**config.mk**
```make
export PLATFORM = sky130hd
export DESIGN_NAME = ts_serial_tx
export DESIGN_NICKNAME = d
export VERILOG_FILES = /design/src/rtl/ts_serial_tx.sv
export SDC_FILE = /design/constraint.sdc
export NUM_CORES = 1
export LEC_CHECK = 0
export CAP_MARGIN = 10
export CORE_MARGIN = 2
export CORE_UTILIZATION = 60
export CTS_BUF_LIST = sky130_fd_sc_hd__clkbuf_8
export DETAILED_ROUTE_END_ITERATION = 8
export DONT_BUFFER_PORTS = 1
export PLACE_DENSITY_LB_ADDON = 0.3
export SKIP_LAST_GASP = 1
export SYNTH_ARGS = -nofsm -noshare
export SYNTH_HDL_FRONTEND = slang
export SYNTH_SLANG_ARGS = --single-unit
export TNS_END_PERCENT = 20
```
**constraint.sdc**
```tcl
create_clock -name clk -period 5.47 [get_ports clk]
set_clock_uncertainty 0.1 [all_clocks]
set_input_delay 0.8205 -clock clk [delete_from_list [all_inputs] [get_ports clk]]
set_output_delay 0.8205 -clock clk [all_outputs]
set_load 0.02 [all_outputs]
```
**src/rtl/ts_serial_tx.sv**
```systemverilog
`default_nettype none
// ts_serial_tx: serial MPEG-TS transmitter (clock/start/valid/data lines), PKT_LEN-byte packets
// sent MSB-first behind a one-byte holding register, with underrun stall and a fixed idle gap.
module ts_serial_tx #(
  parameter int HALF_DIV = 2,
  parameter int PKT_LEN  = 188,
  parameter int GAP_BITS = 8
) (
  input  logic        clk,
  input  logic        reset,
  input  logic        enable,
  input  logic [7:0]  in_data,
  input  logic        in_start,
  input  logic        in_valid,
  output logic        in_ready,
  output logic        ts_clk,
  output logic        ts_data,
  output logic        ts_valid,
  output logic        ts_start,
  output logic        busy,
  output logic [15:0] pkts_cnt,
  output logic [7:0]  drop_cnt
);
  localparam int PH_W  = (HALF_DIV > 1) ? $clog2(HALF_DIV) : 1;
  localparam int GAP_W = (GAP_BITS > 1) ? $clog2(GAP_BITS) : 1;
  localparam int IDX_W = (PKT_LEN > 1) ? $clog2(PKT_LEN) : 1;
  localparam logic [PH_W-1:0]  PH_LAST  = PH_W'(HALF_DIV - 1);
  localparam logic [GAP_W-1:0] GAP_LAST = GAP_W'(GAP_BITS - 1);
  localparam logic [IDX_W-1:0] IDX_LAST = IDX_W'(PKT_LEN - 1);

  typedef enum logic [1:0] {
    IDLE  = 2'd0,
    SHIFT = 2'd1,
    STALL = 2'd2,
    GAP   = 2'd3
  } state_t;

  state_t             state;
  logic [PH_W-1:0]    phase;
  logic               hold_full;
  logic               hold_start;
  logic [7:0]         hold_data;
  logic [7:0]         shreg;
  logic [2:0]         bit_idx;
  logic [IDX_W-1:0]   byte_idx;
  logic [GAP_W-1:0]   gap_cnt;

  logic half_end, slot, idle_eval, byte_eval, pkt_done;
  logic load_first, load_byte, idle_drop, drop_inc;

  // A slot boundary is the cycle in which ts_clk is registered 1->0.
  assign half_end   = (phase == PH_LAST);
  assign slot       = half_end && ts_clk;
  assign idle_eval  = slot && (state == IDLE || (state == GAP && gap_cnt == '0));
  assign byte_eval  = slot && (state == STALL ||
                      (state == SHIFT && bit_idx == 3'd0 && byte_idx != IDX_LAST));
  assign pkt_done   = slot && state == SHIFT && bit_idx == 3'd0 && byte_idx == IDX_LAST;
  assign load_first = idle_eval && hold_full && hold_start && enable;
  assign load_byte  = byte_eval && hold_full;
  assign idle_drop  = (state == IDLE) && hold_full && !hold_start;
  assign drop_inc   = idle_drop || (load_byte && hold_start);

  assign in_ready = ~hold_full;
  assign busy     = (state != IDLE);

  always_ff @(posedge clk) begin
    if (reset) begin
      state      <= IDLE;
      phase      <= '0;
      ts_clk     <= 1'b1;
      ts_data    <= 1'b0;
      ts_valid   <= 1'b0;
      ts_start   <= 1'b0;
      hold_full  <= 1'b0;
      hold_start <= 1'b0;
      hold_data  <= '0;
      shreg      <= '0;
      bit_idx    <= '0;
      byte_idx   <= '0;
      gap_cnt    <= '0;
      pkts_cnt   <= '0;
      drop_cnt   <= '0;
    end else begin
      if (half_end) begin
        phase  <= '0;
        ts_clk <= ~ts_clk;
      end else begin
        phase <= phase + PH_W'(1);
      end

      // Fill and empty are exclusive: a fill needs the register empty, a consume needs it full.
      if (in_valid && !hold_full) begin
        hold_full  <= 1'b1;
        hold_data  <= in_data;
        hold_start <= in_start;
      end else if (idle_drop || load_first || load_byte) begin
        hold_full <= 1'b0;
      end

      if (drop_inc && drop_cnt != 8'hFF)
        drop_cnt <= drop_cnt + 8'd1;

      if (load_first || load_byte) begin
        state    <= SHIFT;
        shreg    <= {hold_data[6:0], 1'b0};
        ts_data  <= hold_data[7];
        ts_valid <= 1'b1;
        ts_start <= hold_start;
        bit_idx  <= 3'd7;
        byte_idx <= hold_start ? '0 : byte_idx + IDX_W'(1);
      end else if (slot && state == SHIFT && bit_idx != 3'd0) begin
        ts_data  <= shreg[7];
        shreg    <= {shreg[6:0], 1'b0};
        bit_idx  <= bit_idx - 3'd1;
        ts_start <= 1'b0;
      end else if (pkt_done) begin
        state    <= GAP;
        gap_cnt  <= GAP_LAST;
        pkts_cnt <= pkts_cnt + 16'd1;
        ts_valid <= 1'b0;
        ts_data  <= 1'b0;
        ts_start <= 1'b0;
      end else if (byte_eval) begin
        state    <= STALL;
        ts_valid <= 1'b0;
        ts_data  <= 1'b0;
        ts_start <= 1'b0;
      end else if (idle_eval) begin
        state    <= IDLE;
        ts_valid <= 1'b0;
        ts_data  <= 1'b0;
        ts_start <= 1'b0;
      end else if (slot && state == GAP) begin
        gap_cnt <= gap_cnt - GAP_W'(1);
      end
    end
  end
endmodule
`default_nettype wire

```
Word-level counts from Yosys, hierarchy flattened
Index checks and enable logic that the tools add are counted.

word-level totals
  flip-flop bits (word level) = 62
  latch bits = 0
  RAM bits = 0
  bits in read-only memories = 0
  bits of input ports = 13
  memories = 0

cells by class
  add/sub/neg operators = 6
  multiply operators = 0
  divide/modulo/power cells = 0
  $lt $le $gt $ge = 0
  eq/ne operators = 9
  shift operators = 0
  mux-type cells = 25
  bitwise gates (word level) = 4
  reductions and logical operators = 45

operators with widths
  operator                                                number
  2-to-1 mux 8 bit                                        3
  logical AND 1 bit                                       20
  2-to-1 mux 3 bit                                        6
  adder 16 x 1 -> 16 bit (second input constant)          1
  adder 8 x 1 -> 8 bit (second input constant)            2
  inequality test 8 bit (second input constant)           2
  2-to-1 mux 1 bit                                        13
  == test 8 bit (second input constant)                   1
  nonzero test 2 bit                                      4
  logical NOT 3 bit                                       2
  logical OR 1 bit                                        6
  2-to-1 mux 2 bit                                        3
  nonzero test 3 bit                                      2
  subtractor 3 x 1 -> 3 bit (second input constant)       2
  AND reduction 5 bit                                     1
  nonzero test 5 bit                                      1
  == test 2 bit (second input constant)                   2
  inequality test 2 x 1 -> 1 bit (second input constant)  2
  inverter 1 bit                                          4
  AND reduction 2 bit                                     2
  nonzero test 4 bit                                      1
  OR reduction 2 bit                                      2
  AND reduction 3 bit                                     1
  == test 2 x 1 -> 1 bit (second input constant)          1
  other kinds (4)                                         5

Logic depth before layout (Yosys ltp)
  depth in word-level cells = 11
  depth in mapped cells = 10
  gate-level depth less buffers = 7

Least setup slack after synthesis
OpenSTA, ideal clock, no wires.

  path kind = input to register
  start point = in enable
  end point = reg byte_idx[0]
  arrival = 1.948 ns
  data required time = 5.242 ns
  setup slack = 3.294 ns
  stages = 7
  path buffers = 2
  path through = inv_1 a2111o_1 and3_1 clkbuf_1 buf_4 a22oi_1 nor2_1

between the ends
  cells in the longest elaborated chain, start to end = 2

RTL lines
  element                 line  source
  start: declaration      11    input logic enable,
  logical AND 1 bit       58    assign load_first = idle_eval && hold_full && hold_start && enable;
  logical OR 1 bit        103   if (load_first || load_byte) begin
  end signal: assignment  110   byte_idx <= hold_start ? '0 : byte_idx + IDX_W'(1);
  end: declaration        45    logic [IDX_W-1:0] byte_idx;

Every way passes these cells.
A chain may end at the register's enable or synchronous reset.

Worst setup path in the final report
  start point = reg byte_idx[0]
  end point = reg ts_data

between the ends
  cells in the longest elaborated chain, start to end = 8
  elaborated cells on any way between the ends = 13
  those cells by class = eq/ne (2); mux (4); reduce/logical (7)

RTL lines
  element                 line  source
  inequality test 8 bit   56    (state == SHIFT && bit_idx == 3'd0 && byte_idx != IDX_LAST));
  logical AND 1 bit       56
  logical OR 1 bit        55    assign byte_eval = slot && (state == STALL ||
  logical AND 1 bit       55
  2-to-1 mux 1 bit        123   end else if (byte_eval) begin
  2-to-1 mux 1 bit        116   end else if (pkt_done) begin
  2-to-1 mux 1 bit        111   end else if (slot && state == SHIFT && bit_idx != 3'd0) begin
  2-to-1 mux 1 bit        103
  end signal: assignment  106   ts_data <= hold_data[7];
  end signal: assignment  112   ts_data <= shreg[7];
  end: declaration        17    output logic ts_data,

Parallel ways exist; a longest one is shown, timed or not.

==> insert_results.sql <==
INSERT INTO impl_metrics (metric_group, metric, value, unit) VALUES
('run_status', 'outcome', 'finished, final reports clean', ''),
('cells_and_area', 'share_of_final_layout_standard_cells_stronger_than_drive_strength_1', '9.01', '%'),
('grt', 'globalRoute.totalOverflow', '0', ''),
('pwr', 'design_power_total', '0.896', 'mW'),
('clocking', 'cts_hold_buf', '0', ''),
('synthesis', 'ys_seq_elements', '62', ''),
('clocking', 'root_buffer', 'sky130_fd_sc_hd__clkbuf_8', ''),
('cells_and_area', 'layout.cells.non_filler', '422', ''),
('worst_setup_path', 'cp_cell_sequence', 'ha_1 -> and4_1 -> a211o_1 -> nand3_1 -> a221oi_1 -> nor3_1', ''),
('routing', 'detailroute.wirelength.met3', '332', 'µm'),
('timing', 'timing.final.max_slew_violations', '0', ''),
('worst_setup_path', 'cp-start-kind', 'flop', ''),
('routing', 'detail_routed_via_count_per_cell', '5.79', ''),
('synthesis', 'yosysSeqAreaShare', '41.5', '%'),
('cells_and_area', 'area_growth_syn_to_layout', '6.49', '%'),
('synthesis', 'synth-async-reset-ratio', '0', '%'),
('synthesis', 'yosys.area_share.simple', '28.0', '%'),
('synthesis', 'synth_enable_flop_cells', '0', ''),
('clocking', 'cts_sinks', '62', ''),
('synthesis', 'per_instance_average_area_after_synthesis', '8.35', 'µm²'),
('worst_setup_path', 'timing.critical_path.arrival', '2.59', 'ns'),
('synthesis', 'ys_types', '54', ''),
('cells_and_area', 'layout.nets', '370', ''),
('clocking', 'ctsHtreeMaxLevel', '3', ''),
('synthesis', 'synthXorXnorAreaFrac', '5.86', '%'),
('timing', 'timing_worst_slew_pin_value', '0.612', 'ns'),
('synthesis', 'synthAdderAreaFrac', '2.93', '%'),
('timing', 'final_min_period_over_clock_period', '45.2', '%'),
('timing', 'slew_headroom', '59.1', '%'),
('synthesis', 'synth_compound_area_share', '15.6', '%'),
('timing', 'tns', '0', 'ns'),
('timing', 'min_period', '2.47', 'ns'),
('job', 'cap_viol_max_count', '0', ''),
('die', 'floorplan.initialDensity', '62.8', '%'),
('routing', 'dr.max_layer_used', 'met4', ''),
('worst_setup_path', 'critical-path-max-stage-delay', '0.44', 'ns'),
('cells_and_area', 'antenna_cells', '0', ''),
('synthesis', 'syn_area', '0.00299', 'mm²'),
('grt', 'grt_start_max_net_pins', '61', ''),
('grt', 'grtUsageTotal', '24.0', '%'),
('timing', 'rsz_0062_raised_after_global_routing', 'false', ''),
('pwr', 'peakVddDrop', '228', 'µV'),
('hold_path', 'min-delay-path-class', 'reg -> reg', ''),
('routing', 'detail_route.wl_per_cell', '14.3', 'µm'),
('clocking', 'cts_max_path_buffers', '2', ''),
('worst_setup_path', 'critPathKind', 'reg -> reg', ''),
('routing', 'detailedRoute.firstIterationViolations', '239', ''),
('routing', 'drtAntennaViolNets', '0', ''),
('synthesis', 'synth_fp_nets', '378', ''),
('place', 'place.detailed.instances', '406', ''),
('pwr', 'total_leakage_power', '1.08', 'nW'),
('die', 'floorplan.die.width', '74.6', 'µm'),
('grt', 'number_of_antenna_violations_at_the_first_check_in_global_routing', '0', ''),
('routing', 'wire_length_reported_by_the_detailed_router', '6.05', 'mm'),
('clocking', 'clk_latency', '0.33', 'ns'),
('routing', 'number_of_vias_in_the_routed_layout', '2445', ''),
('cells_and_area', 'num-fill-cells', '425', ''),
('routing', 'detail_route.drc_violations', '0', ''),
('die', 'site_row_count', '25', ''),
('die', 'ioPinCount', '43', ''),
('synthesis', 'yosys-mux-area-fraction', '1.42', '%'),
('worst_setup_path', 'setup.worst_path.end_class', 'flop', ''),
('routing', 'dr_wl_met2', '2.78', 'mm'),
('die', 'die_area', '0.00556', 'mm²'),
('place', 'finalWeightedCongestion', '0.840', ''),
('worst_setup_path', 'worst_path_max_delay_cell', 'sky130_fd_sc_hd__and4_1', ''),
('pwr', 'power_density', '281', 'mW/mm²'),
('clocking', 'cts_tree', 'built', ''),
('routing', 'dr.pass1.iters', '5', ''),
('clocking', 'numCtsBuffers', '9', ''),
('timing', 'setup_viol', '0', '');
-- power by group --
group,switching [mW],internal [mW]
clock,0.177,0.221
combinational,0.0170,0.0106
sequential,0.0110,0.459
-- layout make-up --
cell class,count,area (µm²),area share [%]
clock inverter,6,62.6,1.97
tap,67,83.8,2.63
multi-input combinational,264,1610,50.5
clock buffer,10,138,4.33
sequential,62,1240,39.0
inverter,13,48.8,1.53
-- worst paths after layout --
check,cells after the start,slack (ns),to,start
worst min-delay path,2,0.35,shreg[1],hold_data[0]
worst max register to register,6,3.00,ts_data,byte_idx[0]
worst max-delay path,6,3.00,ts_data,byte_idx[0]
worst min register to register,2,0.35,shreg[1],hold_data[0]
-- placed cells by master (no fill, tap or decap), drive strengths merged, types with 4 or more instances in the layout --
| cell | netlist | final |
|---|---|---|
| nor2 | 33 | 33 |
| inv | 13 | 14 |
| nand4 | 7 | 7 |
| xor2 | 6 | 6 |
| o211ai | 4 | 4 |
| nor3 | 4 | 4 |
| xnor2 | 14 | 14 |
| ha | 7 | 7 |
| nand2 | 56 | 56 |
| a211oi | 4 | 4 |
| and3 | 4 | 4 |
| nor4 | 5 | 5 |
| or3 | 4 | 4 |
| a21oi | 30 | 30 |
| a31oi | 9 | 9 |
| o21ai | 8 | 8 |
| clkbuf | 9 | 10 |
| nor2b | 7 | 7 |
| dfxtp | 62 | 62 |
| nand2b | 4 | 4 |
| nand3 | 19 | 19 |
-- cells in the mapped netlist, drive strengths merged (5+ instances only) --
master	number	area (µm²)
inv	13	48.8
xnor2	14	123
o21ai	8	40.0
nand2	56	218
nand3	19	105
buf	10	56.3
dfxtp	62	1240
a31oi	9	56.3
ha	7	87.6
clkbuf	9	33.8
nor2	33	124
nor2b	7	43.8
nor4	5	31.3
a21oi	30	150
xor2	6	52.6
nand4	7	43.8
-- sequential cells by signal, indices dropped and copies added, names as in the netlist, 2 cells and up --
name / cells
pkts_cnt: 16
bit_idx: 3
shreg: 7
byte_idx: 8
gap_cnt: 3
state: 2
hold_data: 8
drop_cnt: 8
-- stage by stage --
stage	setup WS, ns	cell area, µm²	utilization [%]
6_report	3.00	3180	66.9
5_1_grt	2.80	3180	66.9
4_1_cts	3.01	3180	66.9
3_5_place_dp	3.04	2980	62.7
3_3_place_gp	3.20	2980	62.7
2_1_floorplan	3.29	2990	-
-- per-layer routing --
layer | vias up | track usage (%)
met2 | 65 | 36.1
met1 | 1124 | 31.8
met5 | - | 0
met3 | 8 | 7.05
li1 | 1248 | -
met4 | 0 | 10.9
-- worst max-delay path, delay by kind of cell (launching register included) --
kind                     cells  cell delay (ns)
flip-flops                   1             0.39
AND/OR/NAND/NOR              3             0.89
adder cells (fa/ha/maj)      1             0.22
AO/OA/AOI/OAI                2             0.76
-- cell families after synthesis --
group	after synthesis
compound gates	71
xor+xnor	20
fa+ha+maj	7
buf+inv	32
flops	62
mux	4
simple gates	162
No activity file was read; power rests on OpenSTA's default activity.
